## src/rtl/move_request_arbiter_if.sv

```systemverilog
// Move command handshake between the switch arbiter and game logic.
// master offers moves, slave accepts them with i_Move_Ready.
interface move_request_arbiter_if;
  logic       o_Move_Valid;
  logic [1:0] o_Move_Dir;
  logic       o_Move_Repeat;
  logic       i_Move_Ready;

  modport master (
    output o_Move_Valid,
    output o_Move_Dir,
    output o_Move_Repeat,
    input  i_Move_Ready
  );

  modport slave (
    input  o_Move_Valid,
    input  o_Move_Dir,
    input  o_Move_Repeat,
    output i_Move_Ready
  );
endinterface

```

## src/rtl/move_request_arbiter.sv

```systemverilog
// Turns debounced direction switches into handshaked move commands.
// Define AUTO_REPEAT_EN to build the held-switch auto-repeat logic.
module move_request_arbiter #(
  parameter int REPEAT_DELAY = 12500000,
  parameter int REPEAT_RATE  = 5000000,
  parameter int CNT_W        = 24
) (
  input  logic                          i_Clk,
  input  logic                          i_Rst_n,
  input  logic [3:0]                    i_Switch,
  input  logic                          i_Enable,
  move_request_arbiter_if.master        mv,
  output logic [3:0]                    o_Pending
);

  logic [3:0] sw_prev;
  logic [3:0] pend;
  logic [3:0] pend_nxt;
  logic [3:0] press;
  logic [3:0] acc_mask;
  logic [1:0] rr_ptr;
  logic [1:0] dir;
  logic       valid;
  logic       acc;

  // Round-robin: first requester at or after ptr, wrapping.
  function automatic logic [1:0] arb(
    input logic [3:0] req,
    input logic [1:0] ptr
  );
    logic [1:0] idx;
    logic [1:0] g;
    g = ptr;
    for (int i = 3; i >= 0; i--) begin
      idx = ptr + 2'(i);
      if (req[idx]) g = idx;
    end
    return g;
  endfunction

  assign press    = i_Switch & ~sw_prev;
  assign acc      = valid & mv.i_Move_Ready;
  assign acc_mask = acc ? (4'b0001 << dir) : 4'b0000;

  assign mv.o_Move_Valid = valid;
  assign mv.o_Move_Dir   = dir;
  assign o_Pending       = pend;

`ifdef AUTO_REPEAT_EN

  typedef enum logic [1:0] {
    IDLE,
    OFFER,
    HOLD
  } state_t;

  state_t           state;
  logic [CNT_W-1:0] cnt;
  logic [1:0]       last_dir;
  logic             rep;
  logic             rpt_set;

  assign rpt_set = (state == HOLD) &&
                   (pend == 4'b0000) &&
                   i_Switch[last_dir] &&
                   (cnt == '0);

  assign mv.o_Move_Repeat = rep;

  // A fresh press on the accepted bit survives the clear.
  always_comb begin
    pend_nxt = 4'b0000;
    if (i_Enable)
      pend_nxt = (pend & ~acc_mask) | press |
                 ({3'b000, rpt_set} << last_dir);
  end

  always_ff @(posedge i_Clk or negedge i_Rst_n) begin
    if (!i_Rst_n) begin
      sw_prev  <= 4'b0000;
      pend     <= 4'b0000;
      rr_ptr   <= 2'd0;
      dir      <= 2'd0;
      valid    <= 1'b0;
      state    <= IDLE;
      cnt      <= '0;
      last_dir <= 2'd0;
      rep      <= 1'b0;
    end else begin
      sw_prev <= i_Switch;
      pend    <= pend_nxt;
      if (!i_Enable) begin
        state <= IDLE;
        valid <= 1'b0;
        rep   <= 1'b0;
      end else begin
        unique case (state)
          IDLE: begin
            if (|pend) begin
              state <= OFFER;
              valid <= 1'b1;
              dir   <= arb(pend, rr_ptr);
              rep   <= 1'b0;
            end
          end
          OFFER: begin
            if (acc) begin
              rr_ptr   <= dir + 2'd1;
              last_dir <= dir;
              cnt      <= rep ? CNT_W'(REPEAT_RATE - 1)
                              : CNT_W'(REPEAT_DELAY - 1);
              state    <= HOLD;
              valid    <= 1'b0;
            end
          end
          HOLD: begin
            if (|pend) begin
              state <= OFFER;
              valid <= 1'b1;
              dir   <= arb(pend, rr_ptr);
              rep   <= 1'b0;
            end else if (!i_Switch[last_dir]) begin
              state <= IDLE;
            end else if (cnt == '0) begin
              state <= OFFER;
              valid <= 1'b1;
              dir   <= last_dir;
              rep   <= 1'b1;
            end else begin
              cnt <= cnt - CNT_W'(1);
            end
          end
          default: state <= IDLE;
        endcase
      end
    end
  end

`else

  typedef enum logic {
    IDLE,
    OFFER
  } state_t;

  state_t     state;
  logic [3:0] rem;
  logic       unused_cfg;

  assign unused_cfg = ^{REPEAT_DELAY, REPEAT_RATE, CNT_W};
  assign rem        = pend & ~acc_mask;

  assign mv.o_Move_Repeat = 1'b0;

  always_comb begin
    pend_nxt = 4'b0000;
    if (i_Enable)
      pend_nxt = rem | press;
  end

  always_ff @(posedge i_Clk or negedge i_Rst_n) begin
    if (!i_Rst_n) begin
      sw_prev <= 4'b0000;
      pend    <= 4'b0000;
      rr_ptr  <= 2'd0;
      dir     <= 2'd0;
      valid   <= 1'b0;
      state   <= IDLE;
    end else begin
      sw_prev <= i_Switch;
      pend    <= pend_nxt;
      if (!i_Enable) begin
        state <= IDLE;
        valid <= 1'b0;
      end else begin
        unique case (state)
          IDLE: begin
            if (|pend) begin
              state <= OFFER;
              valid <= 1'b1;
              dir   <= arb(pend, rr_ptr);
            end
          end
          OFFER: begin
            if (acc) begin
              rr_ptr <= dir + 2'd1;
              // Chain straight into the next queued move.
              if (|rem) begin
                dir <= arb(rem, dir + 2'd1);
              end else begin
                state <= IDLE;
                valid <= 1'b0;
              end
            end
          end
          default: state <= IDLE;
        endcase
      end
    end
  end

`endif

endmodule

```

## src/flat_wrapper.sv

```systemverilog
// flat-port wrapper written by rule: the top's interface ports become plain ports
module move_request_arbiter_flat 
#(
  parameter int REPEAT_DELAY = 12500000,
  parameter int REPEAT_RATE  = 5000000,
  parameter int CNT_W        = 24
)
  (i_Clk, i_Rst_n, i_Switch, i_Enable, o_Pending, mv_o_Move_Valid, mv_o_Move_Dir, mv_o_Move_Repeat, mv_i_Move_Ready);
  move_request_arbiter_if mv_i ();
  input  logic i_Clk;
  input  logic i_Rst_n;
  input  logic [3:0] i_Switch;
  input  logic i_Enable;
  output logic [3:0] o_Pending;
  output wire logic [$bits(mv_i.o_Move_Valid)-1:0] mv_o_Move_Valid;
  output wire logic [$bits(mv_i.o_Move_Dir)-1:0] mv_o_Move_Dir;
  output wire logic [$bits(mv_i.o_Move_Repeat)-1:0] mv_o_Move_Repeat;
  input wire logic [$bits(mv_i.i_Move_Ready)-1:0] mv_i_Move_Ready;
  assign mv_o_Move_Valid = mv_i.o_Move_Valid;
  assign mv_o_Move_Dir = mv_i.o_Move_Dir;
  assign mv_o_Move_Repeat = mv_i.o_Move_Repeat;
  assign mv_i.i_Move_Ready = mv_i_Move_Ready;
  move_request_arbiter #(.REPEAT_DELAY(REPEAT_DELAY), .REPEAT_RATE(REPEAT_RATE), .CNT_W(CNT_W)) u_core (.i_Clk(i_Clk), .i_Rst_n(i_Rst_n), .i_Switch(i_Switch), .i_Enable(i_Enable), .mv(mv_i), .o_Pending(o_Pending));
endmodule
```

## config.mk

```make
export PLATFORM = sky130hd
export DESIGN_NAME = move_request_arbiter_flat
export DESIGN_NICKNAME = d
export VERILOG_FILES = /design/src/rtl/move_request_arbiter_if.sv /design/src/rtl/move_request_arbiter.sv /design/src/flat_wrapper.sv
export SDC_FILE = /design/constraint.sdc
export NUM_CORES = 1
export LEC_CHECK = 0
export BUFFER_PORTS_ARGS = -buffer_cell sky130_fd_sc_hd__buf_2
export CORE_MARGIN = 2
export CORE_UTILIZATION = 25
export DETAILED_ROUTE_END_ITERATION = 8
export REMOVE_ABC_BUFFERS = 1
export SETUP_SLACK_MARGIN = 0.4
export SLEW_MARGIN = 20
export SYNTH_ARGS = -nofsm -noshare
export SYNTH_HDL_FRONTEND = slang
export SYNTH_SLANG_ARGS = --single-unit
```

## constraint.sdc

```tcl
create_clock -name i_Clk -period 2 [get_ports i_Clk]
set_input_delay 0.2 -clock i_Clk [delete_from_list [all_inputs] [get_ports i_Clk]]
set_output_delay 0.2 -clock i_Clk [all_outputs]
set_load 0.05 [all_outputs]
```

=== Word level (Yosys, flattened, before mapping) ===
Cells that the tools add are included.

* Flip-flop bits (word level): 14
* Input port bits: 8
* Output and inout port bits: 8
* Logic and storage cells: 80

* $add $sub $neg: 7
* Magnitude comparators: 8
* Eq/ne operators: 6
* Shift-type cells: 1
* Muxes and demuxes: 40
* Bitwise logic cells: 7
* Reduce and logical (&&, ||, !) cells: 5

{| class="wikitable"
|+ Operator list
! cell !! number
|-
| < comparator 2 x 3 -> 1 bit (second input constant) || 8
|-
| 2-to-1 mux 2 bit || 11
|-
| binary-select mux 1 bit (select 2 bit) || 8
|-
| 2-to-1 mux 1 bit || 16
|-
| adder 2 bit (second input constant) || 4
|-
| bitwise AND 4 bit || 2
|-
| 2-to-1 mux 4 bit || 2
|-
| NOT 4 bit || 2
|-
| OR reduction 4 bit || 2
|-
| adder 2 x 1 -> 2 bit (second input constant) || 3
|-
| inequality test 3 x 2 -> 1 bit (second input constant) || 2
|-
| AND reduction 3 bit || 2
|-
| inequality test 2 x 1 -> 1 bit (second input constant) || 2
|-
| bitwise OR 4 bit || 1
|-
| one-hot mux 1 bit (2 select lines) || 2
|-
| one-hot mux 2 bit (2 select lines) || 1
|-
| AND reduction 4 bit || 1
|-
| << shifter 1 x 2 -> 4 bit (first input constant) || 1
|-
| inequality test 3 bit (second input constant) || 1
|-
| inequality test 2 bit (second input constant) || 1
|-
| bitwise AND 1 bit || 1
|-
| NOT 1 bit || 1
|}

=== Depth between registers and ports, before layout ===
* Word-level depth: 13
* Depth in mapped cells: 8

=== Least setup slack after synthesis ===
Ideal clock, no wire load.

* Path type: reg2reg
* Start point: reg u_core.dir[0] (netlist: u_core.mv.o_Move_Dir[0])
* End point: reg u_core.dir[0] (netlist: u_core.mv.o_Move_Dir[0])
* Arrival time: 2.094 ns
* Data required time: 1.870 ns
* Slack: -0.224 ns
* Stages on the path, launching flop included: 7
* Period minus slack after synthesis: 2.224 ns
* Cell sequence: dfrtp_1 > buf_2 > inv_1 > ha_1 > or3_1 > a311oi_2 > a211oi_2

* Word-level cells in the longest chain between the ends: 13
* Elaborated cells between the ends (all ways): 26

{| class="wikitable"
|+ RTL lines
! item !! RTL line !! text
|-
| from (decl) || move_request_arbiter.sv:22 || <nowiki>logic [1:0] dir;</nowiki>
|-
| from (signal assigned) || move_request_arbiter.sv:181 || <nowiki>dir <= arb(pend, rr_ptr);</nowiki>
|-
| from (signal assigned) || move_request_arbiter.sv:189 || <nowiki>dir <= arb(rem, dir + 2'd1);</nowiki>
|-
| parallel branches: the longest is 13 deep, another holds adder 2 x 1 -> 2 bit || n/a ||
|}

Parallel ways; which one is timed is not known. The select of a mux whose other input is x is not followed.
A chain may end at the register's enable or synchronous reset.

=== Worst setup path after layout ===
* Start point: reg u_core.dir[1] (netlist: u_core.mv.o_Move_Dir[1])
* End point: reg u_core.dir[0] (netlist: u_core.mv.o_Move_Dir[0])

The elaborated chain is that of the path after synthesis.

==> metrics <==
pin count of the biggest net entering global routing 15; Inserted Clock Buffers 3; CTS tree built; Root Buffer clkbuf_8; most used flip-flop cell after synthesis dfrtp_1; CP arrival around 1.9 ns; crit path setup slack, layout 0.309 ns; Initial Util approximately a quarter; Die H about 66 um; Max H-tree Level 1; VDD IR max ~0.45 mV; First-pass DRT Iterations 5; Yosys cell types 38; clock-pin slew on the worst setup and hold paths ~0.060 ns; Avg Vias per Cell 5.11; pre-CTS setup slack 0.151 ns; # nets final 134; endpoint class of the critical path register; Post-Synthesis Cell Area between 900 and 1000 um^2; DRC viols 0; synth top area cells dfrtp_1 37%, nor2b_1 6.6%, ha_1 5.3%; total core area approximately 3700 um^2; drt initial violations 48; asr flop ratio synth 100%; WL/cell 13.8 um; crit-path cells inv_2 -> ha_4 -> nand3_4 -> a22oi_2 -> a21oi_2 -> or2_4 -> a211oi_2; count of final setup violators 0; Power Dens Cells approximately 1200 nW/um^2; Pleak about 0.49 nW; delay-heaviest family, CP compound AO/OA/AOI/OAI gates; RePlAce Congestion between 0.9 and 1; CP Data Required Time between 2 and 2.5 ns; most numerous cell in the Yosys netlist dfrtp_1; crit-path max FO 4; HP Class in2reg; number of buffers added on ports 14; Setup TNS 0 ns; max-slew violations 0; area grow syn2layout 30.6%; final hold vios 0; GRT Total Usage between 10% and 20%; worst setup path class reg2reg; die width about 66 um; Synth Register Bits 14; status complete, no violations; share of the synthesized area in the top cell type a little under two fifths; die area approximately 4300 um^2; WP buf/inv 1; IO Pins 16; mean area per synthesized cell roughly 9.5 um^2; total number of vias between 800 and 900; fraction of layout cells with a size suffix above 1 between 40% and 50%; min cycle time layout 1.69 ns; initial antenna violation count 0; clk_skew approximately 0.0019 ns; leading area contributor after synthesis dfrtp_1; CP max stage delay around 0.45 ns; Highest Clock Rate between 500 and 600 MHz; vias in the first global route roughly 800; Worst path slowest cell dfrtp_2; period utilisation layout around 85%; number of diodes 0; Post-synth EDFFs 0; Seq/Total Area, Yosys between 30 and 40%; worst skew pair latency approximately 0.24 ns; Max Buffers Root-to-Sink 2; RSZ-0062 raised after global routing yes; clk sink count 14; first-pass GRT wire length between 3 and 4 mm; synth cell count leaders 14 x dfrtp_1, 10 x nor2b_1, 6 x inv_1; CP Launch Type register; max cap viols 0; Final ANT Viol Nets 0; row count 22; drt total wl 2.33 mm; total global routing overflow 0; dpl hpwl 1.53 mm; Yosys warning total 0; Cells after Synth 100
-- sequential cells by signal, indices dropped and copies added (netlist names) --
name / cells
u_core.o_Pending: 4
u_core.sw_prev: 4
u_core.mv.o_Move_Dir: 2
u_core.rr_ptr: 2
u_core.mv.o_Move_Valid: 1
u_core.state: 1
-- where the power goes --
part / switching, mW / total (mW) / internal (mW)
logic: 0.422 / 0.775 / 0.353
clock network: 0.104 / 0.279 / 0.174
registers: 0.114 / 0.457 / 0.343
-- per-layer routing --
metal	vias up	GRT usage [%]	wire length, um
met5	-	0	0
met4	0	4.69	40
met3	4	1.88	136
met2	46	18.7	1130
met1	405	15.4	1030
li1	409	-	-
-- worst register-to-register path, delay by kind of cell, from the launching register on --
family,cells,cell delay (ns)
adder cells (fa/ha/maj),1,0.15
AND/OR/NAND/NOR,2,0.32
buffers and inverters,1,0.12
flip-flops,1,0.45
AO/OA/AOI/OAI,3,0.56
-- per-stage QoR --
stage	cells	power (mW)	area, um^2	hold slack [ns]	utilization (%)
floorplan	92	0.846	893	-0.0956	-
global placement	156	1.02	1040	0.113	28.4
detailed placement	156	1.02	1040	0.119	28.4
CTS	168	1.48	1220	0.0654	33.4
global route	169	1.61	1240	0.0623	34.0
finish	169	1.51	1240	0.0676	34.0
-- cells by family (layout without fill, tap and decap cells) --
kind of cell	Yosys count	after routing	share of synthesized area, %
adders and majority gates	4	4	5.26
buffers and inverters	14	35	8.54
and+or+nand+nor	36	36	23.3
muxes	1	1	1.18
other	1	1	0.394
DFF	14	14	36.8
AOI/OAI and AO/OA	30	30	24.6
-- cell type report --
| class | count | area (um^2) |
|---|---|---|
| Clock buffer | 4 | 55.1 |
| Fill cell | 365 | 2420 |
| Inverter | 6 | 25.0 |
| Multi-Input combinational cell | 72 | 589 |
| Sequential cell | 14 | 355 |
| Tap cell | 48 | 60.1 |
| Timing Repair Buffer | 25 | 159 |
-- path summary, 6_finish.rpt --
| check | to | from | depth (start not counted) | slack [ns] |
|---|---|---|---|---|
| hold reg to reg | u_core.o_Pending[2]$_DFF_PN0_ | u_core.sw_prev[2]$_DFF_PN0_ | 2 | 0.51 |
| setup reg to reg | u_core.mv.o_Move_Dir[0]$_DFFE_PN0P_ | u_core.mv.o_Move_Dir[1]$_DFFE_PN0P_ | 7 | 0.31 |
| hold / removal | u_core.sw_prev[3]$_DFF_PN0_ | i_Switch[3] | 1 | 0.07 |
| setup / recovery | u_core.mv.o_Move_Dir[0]$_DFFE_PN0P_ | u_core.mv.o_Move_Dir[1]$_DFFE_PN0P_ | 7 | 0.31 |
| max in group asynchronous | u_core.mv.o_Move_Dir[1]$_DFFE_PN0P_ | i_Rst_n | 2 | 1.35 |
| min in group asynchronous | u_core.state$_DFF_PN0_ | i_Rst_n | 2 | 0.39 |
-- cell usage in the layout, fill, tap and decap left out, drive strengths merged, types with 2 or more instances in the layout --
cell type | netlist | final
nand2b | 2 | 2
nand3 | 5 | 5
o21ai | 3 | 3
a211oi | 3 | 3
or3 | 2 | 2
dfrtp | 14 | 14
nor3 | 3 | 3
nand2 | 2 | 2
clkbuf | 0 | 4
nor2b | 10 | 10
a21boi | 2 | 2
ha | 4 | 4
nor2 | 3 | 3
a21oi | 6 | 6
a22oi | 2 | 2
nand4 | 5 | 5
inv | 6 | 6
o22ai | 5 | 5
buf | 8 | 24
-- what timing repair did --
| item | in CTS | in global routing |
|---|---|---|
| hold buffers | 1 | 0 |
| pin swaps | 6 | 7 |
| resized for setup | 15 | 5 |
| setup endpoints to repair | 3 | 4 |
| buffers inserted | 7 | 1 |
| hold endpoints to repair | 14 | 0 |
Power figures use the tool's default switching activity.
